**config.mk**
```make
export PLATFORM = sky130hd
export DESIGN_NAME = load_store_unit_flat
export DESIGN_NICKNAME = d
export VERILOG_FILES = /design/src/rtl/load_store_unit_pkg.sv /design/src/rtl/load_store_unit_if.sv /design/src/rtl/load_store_unit.sv /design/src/flat_wrapper.sv
export SDC_FILE = /design/constraint.sdc
export NUM_CORES = 1
export LEC_CHECK = 0
export CORE_ASPECT_RATIO = 0.7
export CORE_MARGIN = 1
export CORE_UTILIZATION = 29
export CTS_BUF_LIST = sky130_fd_sc_hd__clkbuf_4 sky130_fd_sc_hd__clkbuf_8 sky130_fd_sc_hd__clkbuf_16
export DETAILED_ROUTE_END_ITERATION = 8
export PLACE_DENSITY = 0.74
export SYNTH_ARGS = -nofsm -noshare
export SYNTH_HDL_FRONTEND = slang
export SYNTH_SLANG_ARGS = --single-unit
export TNS_END_PERCENT = 10
```
**constraint.sdc**
```tcl
create_clock -name clk -period 2 [get_ports clk]
set_input_delay 0.4 -clock clk [delete_from_list [all_inputs] [get_ports clk]]
set_output_delay 0.4 -clock clk [all_outputs]
set_load 0.01 [all_outputs]
```
**src/rtl/load_store_unit_pkg.sv**
```systemverilog
// rtl/load_store_unit_pkg.sv - shared types and defaults for the load/store unit
package load_store_unit_pkg;

  typedef logic [31:0] bus_type;

  typedef enum logic [1:0] {
    IDLE    = 2'd0,
    CAPTURE = 2'd1,
    RESP    = 2'd2
  } lsu_state_t;

  localparam int unsigned LSU_MEM_DEPTH = 32;
  localparam int unsigned LSU_MEM_AW    = 6;
  localparam int unsigned LSU_RD_W      = 5;
  localparam logic [7:0]  LSU_FAULT_MAX = 8'hFF;

  // Any set bit above the memory range makes the address illegal.
  function automatic logic addr_in_range(input bus_type addr, input int unsigned depth);
    return addr < bus_type'(depth);
  endfunction

endpackage

```
**src/rtl/load_store_unit_if.sv**
```systemverilog
// rtl/load_store_unit_if.sv - request/response handshake between pipeline and load/store unit
interface load_store_unit_if;
  import load_store_unit_pkg::*;

  logic                req_valid;
  logic                req_ready;
  logic                req_is_store;
  bus_type             req_addr;
  bus_type             req_wdata;
  logic [LSU_RD_W-1:0] req_rd;

  logic                rsp_valid;
  logic                rsp_ready;
  bus_type             rsp_data;
  logic [LSU_RD_W-1:0] rsp_rd;
  logic                rsp_fault;

  // master: execute/writeback side of the pipeline
  modport master (
    output req_valid, req_is_store, req_addr, req_wdata, req_rd, rsp_ready,
    input  req_ready, rsp_valid, rsp_data, rsp_rd, rsp_fault
  );

  // slave: the load/store unit itself
  modport slave (
    input  req_valid, req_is_store, req_addr, req_wdata, req_rd, rsp_ready,
    output req_ready, rsp_valid, rsp_data, rsp_rd, rsp_fault
  );

endinterface

```
**src/rtl/load_store_unit.sv**
```systemverilog
// rtl/load_store_unit.sv - single-outstanding load/store unit in front of a registered-read data memory
module load_store_unit
  import load_store_unit_pkg::*;
#(
  parameter int unsigned MEM_DEPTH = LSU_MEM_DEPTH,
  parameter int unsigned MEM_AW    = LSU_MEM_AW
) (
  input  logic              clk,
  input  logic              reset,
  load_store_unit_if.slave  lsu,
  output logic [MEM_AW-1:0] mem_address,
  output bus_type           mem_input_data,
  output logic              mem_enable_read,
  output logic              mem_enable_write,
  input  bus_type           mem_read_data,
  output logic [7:0]        fault_count
);

  lsu_state_t          state;
  lsu_state_t          state_next;
  logic                accept;
  logic                addr_ok;
  bus_type             rsp_data_q;
  logic [LSU_RD_W-1:0] rsp_rd_q;
  logic                rsp_fault_q;

  assign addr_ok = addr_in_range(lsu.req_addr, MEM_DEPTH);

  always_ff @(posedge clk or posedge reset) begin
    if (reset) begin
      state <= IDLE;
    end else begin
      state <= state_next;
    end
  end

  // Memory strobes are purely combinational from the accepting request, so the
  // address/data buses are forced to zero whenever no strobe is active.
  always_comb begin
    state_next       = state;
    accept           = 1'b0;
    lsu.req_ready    = 1'b0;
    mem_enable_read  = 1'b0;
    mem_enable_write = 1'b0;
    mem_address      = '0;
    mem_input_data   = '0;
    case (state)
      IDLE: begin
        lsu.req_ready = !reset;
        accept        = lsu.req_valid && !reset;
        if (accept) begin
          if (!addr_ok) begin
            state_next = RESP;
          end else if (lsu.req_is_store) begin
            mem_enable_write = 1'b1;
            mem_address      = lsu.req_addr[MEM_AW-1:0];
            mem_input_data   = lsu.req_wdata;
            state_next       = RESP;
          end else begin
            mem_enable_read = 1'b1;
            mem_address     = lsu.req_addr[MEM_AW-1:0];
            state_next      = CAPTURE;
          end
        end
      end
      CAPTURE: begin
        state_next = RESP;
      end
      RESP: begin
        if (lsu.rsp_ready) begin
          state_next = IDLE;
        end
      end
      default: begin
        state_next = IDLE;
      end
    endcase
  end

  always_ff @(posedge clk or posedge reset) begin
    if (reset) begin
      rsp_data_q  <= '0;
      rsp_rd_q    <= '0;
      rsp_fault_q <= 1'b0;
      fault_count <= '0;
    end else if (accept) begin
      rsp_rd_q    <= lsu.req_rd;
      rsp_data_q  <= '0;
      rsp_fault_q <= !addr_ok;
      if (!addr_ok && fault_count != LSU_FAULT_MAX) begin
        fault_count <= fault_count + 8'd1;
      end
    end else if (state == CAPTURE) begin
      rsp_data_q <= mem_read_data;
    end
  end

  assign lsu.rsp_valid = (state == RESP);
  assign lsu.rsp_data  = rsp_data_q;
  assign lsu.rsp_rd    = rsp_rd_q;
  assign lsu.rsp_fault = rsp_fault_q;

endmodule

```
**src/flat_wrapper.sv**
```systemverilog
// flat-port wrapper written by rule: the top's interface ports become plain ports
module load_store_unit_flat import load_store_unit_pkg::*;
#(
  parameter int unsigned MEM_DEPTH = LSU_MEM_DEPTH,
  parameter int unsigned MEM_AW    = LSU_MEM_AW
)
  (clk, reset, mem_address, mem_input_data, mem_enable_read, mem_enable_write, mem_read_data, fault_count, lsu_req_valid, lsu_req_is_store, lsu_req_addr, lsu_req_wdata, lsu_req_rd, lsu_rsp_ready, lsu_req_ready, lsu_rsp_valid, lsu_rsp_data, lsu_rsp_rd, lsu_rsp_fault);
  load_store_unit_if lsu_i ();
  input  logic clk;
  input  logic reset;
  output logic [MEM_AW-1:0] mem_address;
  output bus_type mem_input_data;
  output logic mem_enable_read;
  output logic mem_enable_write;
  input  bus_type mem_read_data;
  output logic [7:0] fault_count;
  input wire logic [$bits(lsu_i.req_valid)-1:0] lsu_req_valid;
  input wire logic [$bits(lsu_i.req_is_store)-1:0] lsu_req_is_store;
  input wire logic [$bits(lsu_i.req_addr)-1:0] lsu_req_addr;
  input wire logic [$bits(lsu_i.req_wdata)-1:0] lsu_req_wdata;
  input wire logic [$bits(lsu_i.req_rd)-1:0] lsu_req_rd;
  input wire logic [$bits(lsu_i.rsp_ready)-1:0] lsu_rsp_ready;
  output wire logic [$bits(lsu_i.req_ready)-1:0] lsu_req_ready;
  output wire logic [$bits(lsu_i.rsp_valid)-1:0] lsu_rsp_valid;
  output wire logic [$bits(lsu_i.rsp_data)-1:0] lsu_rsp_data;
  output wire logic [$bits(lsu_i.rsp_rd)-1:0] lsu_rsp_rd;
  output wire logic [$bits(lsu_i.rsp_fault)-1:0] lsu_rsp_fault;
  assign lsu_i.req_valid = lsu_req_valid;
  assign lsu_i.req_is_store = lsu_req_is_store;
  assign lsu_i.req_addr = lsu_req_addr;
  assign lsu_i.req_wdata = lsu_req_wdata;
  assign lsu_i.req_rd = lsu_req_rd;
  assign lsu_i.rsp_ready = lsu_rsp_ready;
  assign lsu_req_ready = lsu_i.req_ready;
  assign lsu_rsp_valid = lsu_i.rsp_valid;
  assign lsu_rsp_data = lsu_i.rsp_data;
  assign lsu_rsp_rd = lsu_i.rsp_rd;
  assign lsu_rsp_fault = lsu_i.rsp_fault;
  load_store_unit #(.MEM_DEPTH(MEM_DEPTH), .MEM_AW(MEM_AW)) u_core (.clk(clk), .reset(reset), .lsu(lsu_i), .mem_address(mem_address), .mem_input_data(mem_input_data), .mem_enable_read(mem_enable_read), .mem_enable_write(mem_enable_write), .mem_read_data(mem_read_data), .fault_count(fault_count));
endmodule
```
==> flow_metrics.tcl, run 1 <==
set metrics [dict create \
    final_core_util 0.631 \
    power_frac_seq 0.418 \
    worstReg2RegEnd "u_core.fault_count[6]$_DFFE_PP0P_" \
    critPathKind "in2out" \
    critPathLaunchType "input pin" \
    avgSynthCellArea_sq_um 9.09 \
    synth_flop_cell "dfrtp_1" \
    cts_max_level 2 \
    fin_crit_ns 2.43 \
    grt_setup_unrepaired "true" \
    cap_violations 0 \
    clockBufferDepth 2 \
    place_area_sq_mm 0.00445 \
    grt_pass1_vias 2701 \
    r2r_cells 7 \
    setup_viol 39 \
    core_sq_mm 0.00751 \
    p_int_mw 2.07 \
    dp_hpwl_mm 6.70 \
    drtPass1Iterations 4 \
    grt_max_degree 33 \
    cp_top_family "simple AND/OR/NAND/NOR gates" \
    die_w_um 109 \
    gp_congestion 0.802 \
    drive_above_1_share 0.267 \
    required_ns 1.60 \
    skew_ns 0.00184 \
    path_cells "buf_6, nor4_2, nand4_1, nor4_4, buf_4, clkbuf_16, and3_1, buf_2" \
    max_freq_mhz 411 \
    cts.sinks 48 \
    ios 194 \
    slowest_delay_ns 0.36 \
    timing.final.max_slew_violations 0 \
    grt_overflow 0 \
    p_switching_uw 621 \
    wl_per_cell_um 16.2 \
    ys_ff_latch 48 \
    cpMaxStageDelayCell "nor4_4" \
    drt-initial-drc-count 103 \
    antenna_found_initial 0 \
    fin_crit_sh 1.22 \
    postCtsHoldBufs 0 \
    arrival_ns 2.03 \
    postSynthCellCount 256 \
    ys_types 28 \
    fin_cells 563 \
    preCtsSetupSlack_ns -1.00 \
    synth_nets 363 \
    layout_setup_ws_ns -0.435 \
    path_clk_slew_ns 0.06 \
    grt_pass1_wl_mm 14.1 \
    power.density_mw_per_mm2 568 \
    r2r_slack_ns 0.26 \
    r2r_start "u_core.state[1]$_DFFE_PP0P_" \
    cts_root_buf "clkbuf_16" \
    grt_usage 0.216 \
    num-fill-cells 648 \
    cts_tree "built" \
    area_delta_synth_final_pct 104 \
    vias_per_cell 4.62 \
    violations "setup timing" \
    report.final.hold_viol_count 0 \
    ant_nets 0 \
    crit_fanout 10 \
    endpoint_kind "output port" \
    rows 26 \
    ys_seq_area_frac 0.516 \
    hold_ws_ns 0.437 \
    drc 0 \
    die_h_um 77.0 \
    routed_wl_mm 9.11 \
    pwr-share-comb 0.217 \
    nNetsFinal 571 \
    swShare 0.231 \
    p_leak_nw 2.16 \
    cts_buffers 5 \
    diodes 0 \
    yosys_warnings 0 \
    num_vias 2601 \
    dieArea_sq_mm 0.00839 \
    synthArstFlopShare 1.00 \
    synth_edf_count 0 \
    clock_latency_ns 0.27 \
    netlist_area_sq_mm 0.00233 \
    hp-class "in2async" \
    initial_utilization 0.310 \
    status "complete, but fails checks" \
    place_inst 546 \
    ir_worst_vdd_mv 0.525 \
    final_cell_area_sq_mm 0.00474 \
    p_clk_frac 0.366 \
    port_buffers 192 \
    worst-path-buf-inv 4 \
]
area by class of cell:
class	count	area, sq um	area share
Timing Repair Buffer	220	2060	0.434
Sequential cell	48	1200	0.253
Multi-Input combinational cell	186	1170	0.246
Clock buffer	7	153	0.0322
Tap cell	98	123	0.0259
Clock inverter	1	30.0	0.00633
Inverter	3	11.3	0.00238
how the worst max path moves through the flow:
stage / start / to / slack (ns) / cells past startpoint
2_1_floorplan: u_core.state[1]$_DFFE_PP0P_ / mem_input_data[30] / 0.02 / 4
3_3_place_gp: lsu_req_addr[24] / mem_input_data[15] / -0.97 / 7
3_5_place_dp: lsu_req_addr[15] / mem_input_data[15] / -1.00 / 7
4_1_cts: u_core.state[1]$_DFFE_PP0P_ / mem_input_data[16] / -0.66 / 10
5_1_grt: lsu_req_addr[21] / mem_input_data[25] / -0.49 / 9
6_report: lsu_req_addr[18] / mem_input_data[6] / -0.43 / 8
power groups by stage:
stage | sequential [mW] | clock (mW) | combinational, mW
finish | 1.13 | 0.985 | 0.584
floorplan | 1.16 | 0 | 0.151
CTS | 1.12 | 1.01 | 0.580
global route | 1.14 | 1.06 | 0.635
global placement | 1.14 | 0 | 0.589
detailed placement | 1.14 | 0 | 0.596
metrics by stage:
stage / TNS (ns) / power, mW
detailed placement: -39.30 / 1.74
finish: -15.15 / 2.69
CTS: -14.37 / 2.72
global route: -18.05 / 2.83
floorplan: 0 / 1.31
global placement: -38.24 / 1.73
routing by layer:
layer	global-route usage	vias to the layer above	wire length, um	part of all wire
li1	-	1283	-	-
met3	0.0638	8	601	0.066
met5	0	-	0	0
met2	0.350	72	4420	0.49
met4	0.0324	0	82	0.0090
met1	0.289	1238	4000	0.44
flip-flops by register name, summed over array words and instances (netlist names):
signal / count
u_core.lsu.rsp_rd: 5
u_core.fault_count: 8
u_core.lsu.rsp_fault: 1
u_core.lsu.rsp_data: 32
u_core.state: 2
tightest hold or removal path, cell delays in order:
cell	delay [ns]
dlygate4sd2_1	0.25
buf_4	0.14
inv_2	0.05
buf_4	0.25
synthesized netlist by cell type (all sizes together) (3+ instances only):
cell / n / share of area
nand2: 66 / 0.11
dfrtp: 48 / 0.52
and3: 32 / 0.086
o21ai: 32 / 0.069
clkbuf: 18 / 0.031
nor4: 7 / 0.025
and2: 6 / 0.016
mux2: 6 / 0.029
nor2: 6 / 0.017
nor3: 6 / 0.013
xor2: 6 / 0.023
nand3: 5 / 0.011
and2b: 3 / 0.0097
inv: 3 / 0.0048
kinds of logic (layout without fill, tap and decap cells):
family,after synthesis,after routing,synth area share
and+or+nand+nor,137,137,0.303
DFF,48,48,0.516
AOI/OAI and AO/OA,34,34,0.0790
buffers and inverters,22,231,0.0392
xor gates and xnor gates,7,7,0.0263
muxes,6,6,0.0290
adders and majority gates,1,1,0.00538
other,1,1,0.00161
cell usage in the layout, fill, tap and decap left out, drive strengths merged, types with 7 or more instances in the layout:
cell type and n:
clkdlybuf4s15 7, o21ai 32, dlygate4sd2 10, nand2 66
and3 32, clkdlybuf4s50 122, buf 68, nor4 7
dfrtp 48, clkbuf 20
repair_timing:
action	4_1_cts	5_1_grt
resized for setup	201	80
cloned	3	1
buffers inserted	6	4
endpoints found under the setup margin	47	39
pin swaps	13	15
(Power assumes the default switching activity.)
==> run 2, diff against run 1 <==
Settings changed: CTS_BUF_LIST sky130_fd_sc_hd__clkbuf_4 sky130_fd_sc_hd__clkbuf_8 sky130_fd_sc_hd__clkbuf_16 to unset, GPL_TIMING_DRIVEN set to 0.
==> flow_metrics.tcl, run 2 (synthesis gave the netlist of run 1 again) <==
set metrics [dict create \
    status "complete, but fails checks" \
    violations "setup timing" \
    ir_worst_vdd_mv 0.379 \
    cp.depth 9 \
    rows 26 \
    cts_buffers 5 \
    vias_per_cell 4.63 \
    p_int_mw 1.91 \
    critPathKind "in2out" \
    crit_fanout 8 \
    r2r_start "u_core.state[1]$_DFFE_PP0P_" \
    layout_setup_ws_ns -0.362 \
    r2r_cells 6 \
    gp_congestion 0.803 \
    power_frac_seq 0.442 \
    drc 0 \
    wl_per_cell_um 15.4 \
    endpoint_kind "output port" \
    grt_overflow 0 \
    tightest_slew_ns 0.547 \
    dp_hpwl_mm 6.81 \
    power.density_mw_per_mm2 551 \
    relSlewSlack 0.635 \
    pwr-share-comb 0.228 \
    grt_max_degree 26 \
    ios 194 \
    grt_pass1_vias 2575 \
    tns_ns -12.85 \
    swShare 0.246 \
    cts_root_buf "clkbuf_16" \
    port_buffers 192 \
    arrival_ns 1.96 \
    ant_nets 0 \
    cpMostUsedCell "buf_6" \
    timing.final.max_slew_violations 0 \
    cts_max_level 2 \
    preCtsSetupSlack_ns -1.19 \
    p_clk_frac 0.330 \
    crit_path_end "mem_input_data[16]" \
    p_switching_uw 624 \
    nNetsFinal 573 \
    drive_above_1_share 0.216 \
    hold_ws_ns 0.365 \
    clock_latency_ns 0.28 \
    fin_crit_sh 1.18 \
    die_h_um 77.0 \
    diodes 0 \
    final_common_cell "clkdlybuf4s50_1" \
    antenna_found_initial 0 \
    max_freq_mhz 423 \
    core_sq_mm 0.00751 \
    drt-initial-drc-count 98 \
    largest_reg_flops 32 \
    die_w_um 109 \
    dieArea_sq_mm 0.00839 \
    hp-class "in2async" \
    skew_ns 0.00472 \
    num_vias 2614 \
    grt_setup_unrepaired "true" \
    cp_top_family "simple AND/OR/NAND/NOR gates" \
    r2r_slack_ns 0.23 \
    required_ns 1.60 \
    startpoint "lsu_req_addr[5]" \
    initial_utilization 0.310 \
    grt_usage 0.208 \
    critPathLaunchType "input pin" \
    worstReg2RegEnd "u_core.fault_count[5]$_DFFE_PP0P_" \
    cts.sinks 48 \
    path_cells "buf_6, nor4_2, nand4_1, buf_4, nor4_4, buf_6, clkbuf_8, and3_4, buf_6" \
    cpMaxStageDelayCell "nor4_2" \
    area_delta_synth_final_pct 97.8 \
    grt_pass1_wl_mm 13.5 \
    path_clk_slew_ns 0.06 \
    setup_viol 39 \
    slowest_delay_ns 0.27 \
    final_cell_mix "122 x clkdlybuf4s50_1, 66 x nand2_1, 47 x dfrtp_1" \
    report.final.hold_viol_count 0 \
    fin_crit_ns 2.36 \
    cap_violations 0 \
    clockBufferDepth 2 \
    num-fill-cells 672 \
    worst-path-buf-inv 5 \
    drtPass1Iterations 4 \
    p_leak_nw 2.11 \
    routed_wl_mm 8.69 \
    cts_tree "built" \
]
run 2: cell types whose count changed in the layout (fill, tap and decap cells not counted), moves of 3 or more:
cell,previous run,this run
clkbuf_1,0,14
buf_2,22,34
clkbuf_2,12,0
buf_4,20,9
and3_1,17,24
and3_4,15,8
buf_6,22,18
clkbuf_8,2,6
clkdlybuf4s15_1,7,10
dlygate4sd2_1,10,7
nor4_2,5,2
run 2: power by group through the flow:
stage	Combinational, mW	Sequential, mW	Clock, mW
after floorplan	0.151	1.16	0
after global placement	0.567	1.14	0
after detailed placement	0.579	1.14	0
after CTS	0.577	1.13	0.861
after global routing	0.631	1.13	0.907
final	0.579	1.12	0.836
run 2: area by class of cell:
type | instances | area, sq um | area share
timing repair buffer | 203 | 1880 | 0.407
sequential | 48 | 1200 | 0.261
multi-input combinational | 186 | 1120 | 0.244
clock buffer | 6 | 139 | 0.0302
tap | 98 | 123 | 0.0266
buffer | 19 | 116 | 0.0253
clock inverter | 2 | 15.0 | 0.00326
inverter | 3 | 11.3 | 0.00245
run 2: layer usage:
| metal | share of wire | up-vias | GRT usage |
|---|---|---|---|
| met5 | 0 | - | 0 |
| met4 | 0.017 | 0 | 0.0405 |
| met3 | 0.066 | 14 | 0.0604 |
| met2 | 0.47 | 88 | 0.318 |
| met1 | 0.45 | 1233 | 0.290 |
| li1 | - | 1279 | - |
run 2: what timing repair did:
item                                    CTS  global route
gates resized for setup                 267             7
hold buffers                              0             0
pin swaps                                21             4
endpoints found under the setup margin   47            39
cloned                                    3             0
buffers inserted                          6             1
run 2: worst min path at each step:
stage                                         endpoint  slack (ns)
floorplan           u_core.lsu.rsp_data[0]$_DFFE_PP0P_        0.52
global placement     u_core.fault_count[6]$_DFFE_PP0P_        0.48
detailed placement   u_core.fault_count[6]$_DFFE_PP0P_        0.48
CTS                 u_core.lsu.rsp_data[9]$_DFFE_PP0P_        0.38
global route        u_core.lsu.rsp_data[7]$_DFFE_PP0P_        0.42
finish                     u_core.state[1]$_DFFE_PP0P_        0.36
run 2: per-stage QoR:
stage | util | std cells | area [sq um] | power, mW
final | 0.613 | 565 | 4600 | 2.53
after floorplan | - | 256 | 2330 | 1.31
after detailed placement | 0.584 | 547 | 4390 | 1.72
after global placement | 0.582 | 546 | 4370 | 1.70
after global routing | 0.613 | 565 | 4600 | 2.67
after CTS | 0.609 | 564 | 4580 | 2.56
==> run 3, diff against run 2 <==
Settings changed: CTS_BUF_LIST set to sky130_fd_sc_hd__clkbuf_4 sky130_fd_sc_hd__clkbuf_8 sky130_fd_sc_hd__clkbuf_16.
==> results of run 3 <==
Final layout, timing and power as in run 2 (identical DEF).
